### src/rtl/mem_stage.sv
`default_nettype none
// ============================================================================
//  Module   : mem_stage
//  Purpose  : Memory pipeline stage. Takes the EX result bundle and either
//             passes it straight to write-back, or runs a req/ack data-bus
//             transaction for LB/LBU/LW/SB/SW. The upstream pipeline is
//             frozen through stallreq_o until the access is acknowledged.
//             The EX/MEM latch, the MEM logic and the MEM/WB register are all
//             folded into one sequential block.
//  Ports    : clk, rst (async, active-low)
//             ex_*        : EX-stage result bundle (op, wreg, wd, wdata, store data)
//             mem_*       : data-bus request/response
//             stallreq_o  : freeze PC/IF/ID/EX
//             misalign_o  : one-cycle pulse when a misaligned LW/SW is dropped
//             wb_*        : registered write-back bundle
//  Revision : 1.0 - initial release
// ============================================================================
module mem_stage #(
  parameter int ADDR_W = 32,
  parameter int DATA_W = 32   // register/data width, fixed at 32
) (
  input  logic              clk,
  input  logic              rst,
  input  logic [7:0]        ex_aluop_i,
  input  logic              ex_wreg_i,
  input  logic [4:0]        ex_wd_i,
  input  logic [DATA_W-1:0] ex_wdata_i,
  input  logic [DATA_W-1:0] ex_store_data_i,
  output logic              mem_req_o,
  output logic              mem_we_o,
  output logic [ADDR_W-1:0] mem_addr_o,
  output logic [3:0]        mem_sel_o,
  output logic [DATA_W-1:0] mem_data_o,
  input  logic [DATA_W-1:0] mem_data_i,
  input  logic              mem_ack_i,
  output logic              stallreq_o,
  output logic              misalign_o,
  output logic              wb_wreg_o,
  output logic [4:0]        wb_wd_o,
  output logic [DATA_W-1:0] wb_wdata_o
);

  localparam logic [7:0] C_EXE_LB_OP  = 8'hE0;
  localparam logic [7:0] C_EXE_LBU_OP = 8'hE4;
  localparam logic [7:0] C_EXE_LW_OP  = 8'hE3;
  localparam logic [7:0] C_EXE_SB_OP  = 8'hE8;
  localparam logic [7:0] C_EXE_SW_OP  = 8'hEB;

  typedef enum logic [0:0] {
    IDLE   = 1'b0,
    ACCESS = 1'b1
  } state_t;

  // Registered state
  state_t              r_state;
  logic [7:0]          r_op;      // held op, selects load extension
  logic [1:0]          r_lane;    // held addr[1:0], selects load byte
  logic                r_wreg;
  logic [4:0]          r_wd;
  logic                r_req;
  logic                r_we;
  logic [ADDR_W-1:0]   r_addr;
  logic [3:0]          r_sel;
  logic [DATA_W-1:0]   r_data;
  logic                r_misalign;
  logic                r_wb_wreg;
  logic [4:0]          r_wb_wd;
  logic [DATA_W-1:0]   r_wb_wdata;

  // Next-state values
  state_t              w_state_nxt;
  logic [7:0]          w_op_nxt;
  logic [1:0]          w_lane_nxt;
  logic                w_wreg_nxt;
  logic [4:0]          w_wd_nxt;
  logic                w_req_nxt;
  logic                w_we_nxt;
  logic [ADDR_W-1:0]   w_addr_nxt;
  logic [3:0]          w_sel_nxt;
  logic [DATA_W-1:0]   w_data_nxt;
  logic                w_misalign_nxt;
  logic                w_wb_wreg_nxt;
  logic [4:0]          w_wb_wd_nxt;
  logic [DATA_W-1:0]   w_wb_wdata_nxt;
  logic                w_stall;

  // Decode of the op currently presented by EX
  logic w_is_lb, w_is_lbu, w_is_lw, w_is_sb, w_is_sw;
  logic w_is_mem, w_is_word, w_is_store, w_misaligned, w_start;
  logic [3:0]        w_sel_new;
  logic [DATA_W-1:0] w_data_new;

  assign w_is_lb      = (ex_aluop_i == C_EXE_LB_OP);
  assign w_is_lbu     = (ex_aluop_i == C_EXE_LBU_OP);
  assign w_is_lw      = (ex_aluop_i == C_EXE_LW_OP);
  assign w_is_sb      = (ex_aluop_i == C_EXE_SB_OP);
  assign w_is_sw      = (ex_aluop_i == C_EXE_SW_OP);
  assign w_is_mem     = w_is_lb | w_is_lbu | w_is_lw | w_is_sb | w_is_sw;
  assign w_is_word    = w_is_lw | w_is_sw;
  assign w_is_store   = w_is_sb | w_is_sw;
  // Byte ops can never be misaligned; only word ops check the low bits.
  assign w_misaligned = w_is_word && (ex_wdata_i[1:0] != 2'b00);
  assign w_start      = w_is_mem && !w_misaligned;

  // Big-endian lanes: byte address 0 lives in bits 31:24 (sel bit 3).
  assign w_sel_new  = w_is_word ? 4'b1111 : (4'b1000 >> ex_wdata_i[1:0]);
  assign w_data_new = w_is_sb ? {4{ex_store_data_i[7:0]}} :
                      w_is_sw ? ex_store_data_i : '0;

  // Load-data extraction for the held access
  logic [7:0]        w_byte;
  logic [DATA_W-1:0] w_load_data;

  always_comb begin
    w_byte = mem_data_i[31:24];
    case (r_lane)
      2'b00:   w_byte = mem_data_i[31:24];
      2'b01:   w_byte = mem_data_i[23:16];
      2'b10:   w_byte = mem_data_i[15:8];
      default: w_byte = mem_data_i[7:0];
    endcase
  end

  assign w_load_data = (r_op == C_EXE_LW_OP) ? mem_data_i :
                       (r_op == C_EXE_LB_OP) ? {{24{w_byte[7]}}, w_byte} :
                                               {24'd0, w_byte};

  // Next-state / output logic
  always_comb begin
    w_state_nxt    = r_state;
    w_op_nxt       = r_op;
    w_lane_nxt     = r_lane;
    w_wreg_nxt     = r_wreg;
    w_wd_nxt       = r_wd;
    w_req_nxt      = r_req;
    w_we_nxt       = r_we;
    w_addr_nxt     = r_addr;
    w_sel_nxt      = r_sel;
    w_data_nxt     = r_data;
    w_misalign_nxt = 1'b0;
    w_wb_wreg_nxt  = r_wb_wreg;
    w_wb_wd_nxt    = r_wb_wd;
    w_wb_wdata_nxt = r_wb_wdata;
    w_stall        = 1'b0;

    case (r_state)
      IDLE: begin
        if (w_start) begin
          w_stall       = 1'b1;
          w_state_nxt   = ACCESS;
          w_op_nxt      = ex_aluop_i;
          w_lane_nxt    = ex_wdata_i[1:0];
          w_wreg_nxt    = ex_wreg_i;
          w_wd_nxt      = ex_wd_i;
          w_req_nxt     = 1'b1;
          w_we_nxt      = w_is_store;
          w_addr_nxt    = {ex_wdata_i[ADDR_W-1:2], 2'b00};
          w_sel_nxt     = w_sel_new;
          w_data_nxt    = w_data_new;
          w_wb_wreg_nxt = 1'b0;              // bubble while the access runs
        end else if (w_misaligned) begin
          w_wb_wreg_nxt  = 1'b0;
          w_misalign_nxt = 1'b1;
        end else begin
          w_wb_wreg_nxt  = ex_wreg_i;
          w_wb_wd_nxt    = ex_wd_i;
          w_wb_wdata_nxt = ex_wdata_i;
        end
      end
      ACCESS: begin
        // Release upstream in the ack cycle so the next op arrives right
        // after the return to IDLE; the op seen during ack is the held one.
        w_stall = ~mem_ack_i;
        if (mem_ack_i) begin
          w_state_nxt = IDLE;
          w_req_nxt   = 1'b0;
          w_we_nxt    = 1'b0;
          w_addr_nxt  = '0;
          w_sel_nxt   = 4'b0000;
          w_data_nxt  = '0;
          if (r_we) begin
            w_wb_wreg_nxt = 1'b0;
          end else begin
            w_wb_wreg_nxt  = r_wreg;
            w_wb_wd_nxt    = r_wd;
            w_wb_wdata_nxt = w_load_data;
          end
        end
      end
      default: w_state_nxt = IDLE;
    endcase
  end

  always_ff @(posedge clk or negedge rst) begin
    if (!rst) begin
      r_state    <= IDLE;
      r_op       <= '0;
      r_lane     <= '0;
      r_wreg     <= 1'b0;
      r_wd       <= '0;
      r_req      <= 1'b0;
      r_we       <= 1'b0;
      r_addr     <= '0;
      r_sel      <= '0;
      r_data     <= '0;
      r_misalign <= 1'b0;
      r_wb_wreg  <= 1'b0;
      r_wb_wd    <= '0;
      r_wb_wdata <= '0;
    end else begin
      r_state    <= w_state_nxt;
      r_op       <= w_op_nxt;
      r_lane     <= w_lane_nxt;
      r_wreg     <= w_wreg_nxt;
      r_wd       <= w_wd_nxt;
      r_req      <= w_req_nxt;
      r_we       <= w_we_nxt;
      r_addr     <= w_addr_nxt;
      r_sel      <= w_sel_nxt;
      r_data     <= w_data_nxt;
      r_misalign <= w_misalign_nxt;
      r_wb_wreg  <= w_wb_wreg_nxt;
      r_wb_wd    <= w_wb_wd_nxt;
      r_wb_wdata <= w_wb_wdata_nxt;
    end
  end

  // Stall is masked while reset is asserted so an aborted access releases
  // the pipeline immediately, even if EX still shows a memory op.
  assign stallreq_o = rst & w_stall;
  assign mem_req_o  = r_req;
  assign mem_we_o   = r_we;
  assign mem_addr_o = r_addr;
  assign mem_sel_o  = r_sel;
  assign mem_data_o = r_data;
  assign misalign_o = r_misalign;
  assign wb_wreg_o  = r_wb_wreg;
  assign wb_wd_o    = r_wb_wd;
  assign wb_wdata_o = r_wb_wdata;

endmodule
`default_nettype wire

### config.mk
export PLATFORM = sky130hd
export DESIGN_NAME = mem_stage
export DESIGN_NICKNAME = d
export VERILOG_FILES = /design/src/rtl/mem_stage.sv
export SDC_FILE = /design/constraint.sdc
export NUM_CORES = 1
export LEC_CHECK = 0
export ABC_CLOCK_PERIOD_IN_PS = 2550
export CAP_MARGIN = 20
export CORE_ASPECT_RATIO = 1.1
export CORE_UTILIZATION = 40
export CTS_CLUSTER_DIAMETER = 50
export DETAILED_ROUTE_END_ITERATION = 10
export PLACE_DENSITY = 0.7
export REMOVE_ABC_BUFFERS = 1
export SLEW_MARGIN = 20
export SYNTH_ARGS = -nofsm -noshare
export SYNTH_HDL_FRONTEND = slang
export SYNTH_SLANG_ARGS = --single-unit
### constraint.sdc
create_clock -name clk -period 2.55 [get_ports clk]
set_input_delay 0.51 -clock clk [delete_from_list [all_inputs] [get_ports clk]]
set_output_delay 0.51 -clock clk [all_outputs]
set_load 0.02 [all_outputs]
==> results of run 1 <==
[sequential cells by signal, summed over array words and instances, names as in the netlist]
signal / count
wb_wdata_o: 32
misalign_o: 1
mem_req_o: 1
r_op: 8
mem_we_o: 1
mem_sel_o: 4
r_wd: 5
r_lane: 2
wb_wd_o: 5
r_state: 1
r_wreg: 1
wb_wreg_o: 1
mem_addr_o: 30
mem_data_o: 32
[stage by stage]
step           power (mW)  instances  setup TNS [ns]   util
6_report             5.82        851               0  0.635
5_1_grt              6.05        851               0  0.635
4_1_cts              5.87        850               0  0.635
3_5_place_dp         3.58        818           -1.38  0.595
3_3_place_gp         3.55        818          -0.587  0.595
2_1_floorplan        2.86        383         -107.99      -
[placed cells by master (no fill, tap or decap), types with 2 or more instances in the layout]
cell	instances
a21boi_0	2
a21o_1	2
a21oi_4	2
a221o_1	24
a22o_1	42
a2bb2oi_1	5
and4_1	2
buf_12	5
buf_4	23
bufinv_16	2
clkbuf_1	5
clkbuf_16	17
clkdlybuf4s50_1	218
clkinv_2	7
conb_1	2
dfrtp_1	124
inv_1	3
mux2_1	26
mux2_2	9
mux2_4	20
mux2i_1	37
nand2_1	6
nor2_1	7
nor2b_1	4
o21ai_0	8
o22ai_1	7
o2bb2ai_1	24
or2_1	4
[kinds of logic after synthesis]
logic type / after synthesis / synth area share
AOI/OAI and AO/OA: 124 / 0.188
and+or+nand+nor: 36 / 0.0375
other: 1 / 0.000661
buffers and inverters: 41 / 0.0355
muxes: 93 / 0.192
DFF: 124 / 0.547
[per-layer routing]
metal,vias to the layer above,wire (um),track usage
met1,2392,6840,0.299
met3,36,888,0.0420
met5,-,0,0
met4,0,595,0.144
li1,2076,-,-
met2,173,8840,0.406
[layout make-up]
cell class | instances | area share
sequential | 124 | 0.354
timing repair buffer | 247 | 0.281
multi-input combinational | 255 | 0.273
clock buffer | 23 | 0.0523
tap | 188 | 0.0269
clock inverter | 9 | 0.0109
inverter | 4 | 0.00171
antenna | 1 | 0.000286
[worst max-delay path by stage]
stage / startpoint / end / slack, ns / cells past startpoint
after CTS: ex_aluop_i[2] / stallreq_o / 0.09 / 6
after global placement: ex_aluop_i[2] / stallreq_o / -0.32 / 6
after detailed placement: ex_aluop_i[2] / stallreq_o / -0.36 / 6
after global routing: ex_aluop_i[2] / stallreq_o / 0.03 / 6
after floorplan: r_state / mem_data_o[0] / -1.46 / 4
final: ex_aluop_i[2] / stallreq_o / 0.12 / 6
[power groups by stage]
| stage | registers [mW] | logic [mW] | clock network, mW |
|---|---|---|---|
| floorplan | 2.53 | 0.335 | 0 |
| detailed placement | 2.33 | 1.25 | 0 |
| CTS | 2.30 | 1.26 | 2.32 |
| finish | 2.30 | 1.25 | 2.28 |
| global route | 2.32 | 1.32 | 2.40 |
| global placement | 2.32 | 1.24 | 0 |
==> out/results.txt, run 1 <==
Setup crit end kind -> primary output
Register area share after synthesis -> 0.547
Initial DRC count -> 292
Die height -> 127 um
Leading post-synthesis cells by cell area -> dfrtp_1 55%, mux2i_1 6.5%, a22o_1 6.5%, mux2_4 5.3%, mux2_1 5.2%
Comb pwr share -> 0.214
H-tree depth -> 4
CTS resizes -> 4
Largest net degree at the start of global routing -> 63
Number of nets in the layout -> 762
Worst reg2reg endpoint -> wb_wdata_o[29]
Effective utilization at floorplan -> 0.411
Unique cell type count in the Yosys netlist -> 48
Vias/cell -> 5.50
Initial antenna violation count -> 1
Unrepaired setup endpoints after global routing -> false
DRT antenna net count -> 0
HPWL after DPL -> 12000 um
Die W -> 116 um
Post-synth EDFFs -> 0
Min-delay worst type -> in -> async
Clock Skews -> 0.0109 ns
Post-route DRC -> 0
Most common library cells after synthesis -> 124 x dfrtp_1, 42 x a22o_1, 37 x mux2i_1, 26 x mux2_1
Reg clk slew, reported paths -> 0.05 ns
Clock Sinks -> 124
GRT Resource Usage Total -> 0.246
Worst-Margin Slew -> 0.990 ns
Fillcell total -> 1118
DRT Pass-1 Iters -> 4
Crit share post-route -> 0.955
Die Area -> 14700 um^2
Final wirelength -> 17200 um
Final Max Tran Viols -> 0
# hold bufs at CTS -> 0
Ys Warns -> 0
Multi-input logic area -> 2390 um^2
CP max stage cell -> clkdlybuf4s50_1
Worst Path Buf+Inv -> 2
Pint -> 4.32 mW
Req. time, crit path -> 2.04 ns
Wirelength per Cell -> 20.2 um
Clock latency at the later pin of the worst-skew pair -> 0.41 ns
Storage element area -> 3100 um^2
Status -> finished, final reports clean
WS Path Type -> in -> out
Sw Pwr -> 1.51 mW
Area share of the largest cell type after synthesis -> 0.547
Cts bufs inserted -> 17
Final instance area -> 8760 um^2
Syn Area/Cell -> 13.5 um^2
Placed Area -> 8210 um^2
Placer Congestion -> 0.806
Tmin final -> 2.43 ns
FMAX -> 411 MHz
Share of synthesized registers carrying an async set or reset -> 1.00
WHS -> 0.317 ns
Root buffer cell -> clkbuf_16
Area Growth Syn to Fin -> 54.4%
First-pass GRT wire length -> 26800 um
Critical-path cell list -> clkdlybuf4s50_1, nand3b_1, o31ai_2, and2_2, o21a_1, buf_2
Port bufs -> 220
GR Overflow Total -> 0
Syn Inst Count -> 419
Dominant synthesized flop cell -> dfrtp_1
Longest Clk Path Bufs -> 2
Number of global-route vias before repair -> 4891
Ports -> 223
R2R cell count -> 4
CTS tree -> yes
Core area -> 13800 um^2
Yosys top cell by area -> dfrtp_1
Post-Syn Area -> 5670 um^2
Reg power frac -> 0.395
Yosys reg bits -> 124
Place WS -> -0.363 ns
Setup slack, reg-to-reg -> 0.27 ns
CP Launch Type -> input port
Critical Path AT -> 1.92 ns
Critical path's largest stage delay -> 0.44 ns
Endpoints failing hold -> 0
Critical Path Fanout Max -> 3
Sw Ratio -> 0.259
Share of cells above drive strength 1 -> 0.142
Pwr Density -> 665 nW/um^2
Cell with the most instances after synthesis -> dfrtp_1
Peak VDD IR -> 450 uV
CP delay by family, top -> buffers and inverters
Vias -> 4677
Leakage power -> 3.99 nW
Setup Buffers After CTS -> 0
Final WS setup -> 0.116 ns
Worst r2r src -> r_state
Final Setup Violations -> 0
FP Rows -> 45
Max-cap violation count -> 0
Clock power share -> 0.391
Max-slew headroom -> 0.340
Power figures use the tool's default switching activity.
==> run 2, diff against run 1 <==
--- a/config.mk
+++ b/config.mk
@@ -17,3 +17,4 @@
 export SYNTH_ARGS = -nofsm -noshare
 export SYNTH_HDL_FRONTEND = slang
 export SYNTH_SLANG_ARGS = --single-unit
+export TNS_END_PERCENT = 1
==> results of run 2 <==
The final DEF is identical to that of run 1; final timing and power are the same.
==> run 3, diff against run 2 <==
--- a/config.mk
+++ b/config.mk
@@ -5,7 +5,6 @@
 export SDC_FILE = /design/constraint.sdc
 export NUM_CORES = 1
 export LEC_CHECK = 0
-export ABC_CLOCK_PERIOD_IN_PS = 2550
 export CAP_MARGIN = 20
 export CORE_ASPECT_RATIO = 1.1
 export CORE_UTILIZATION = 40
==> results of run 3 <==
The final DEF is identical to that of run 1; final timing and power are the same.
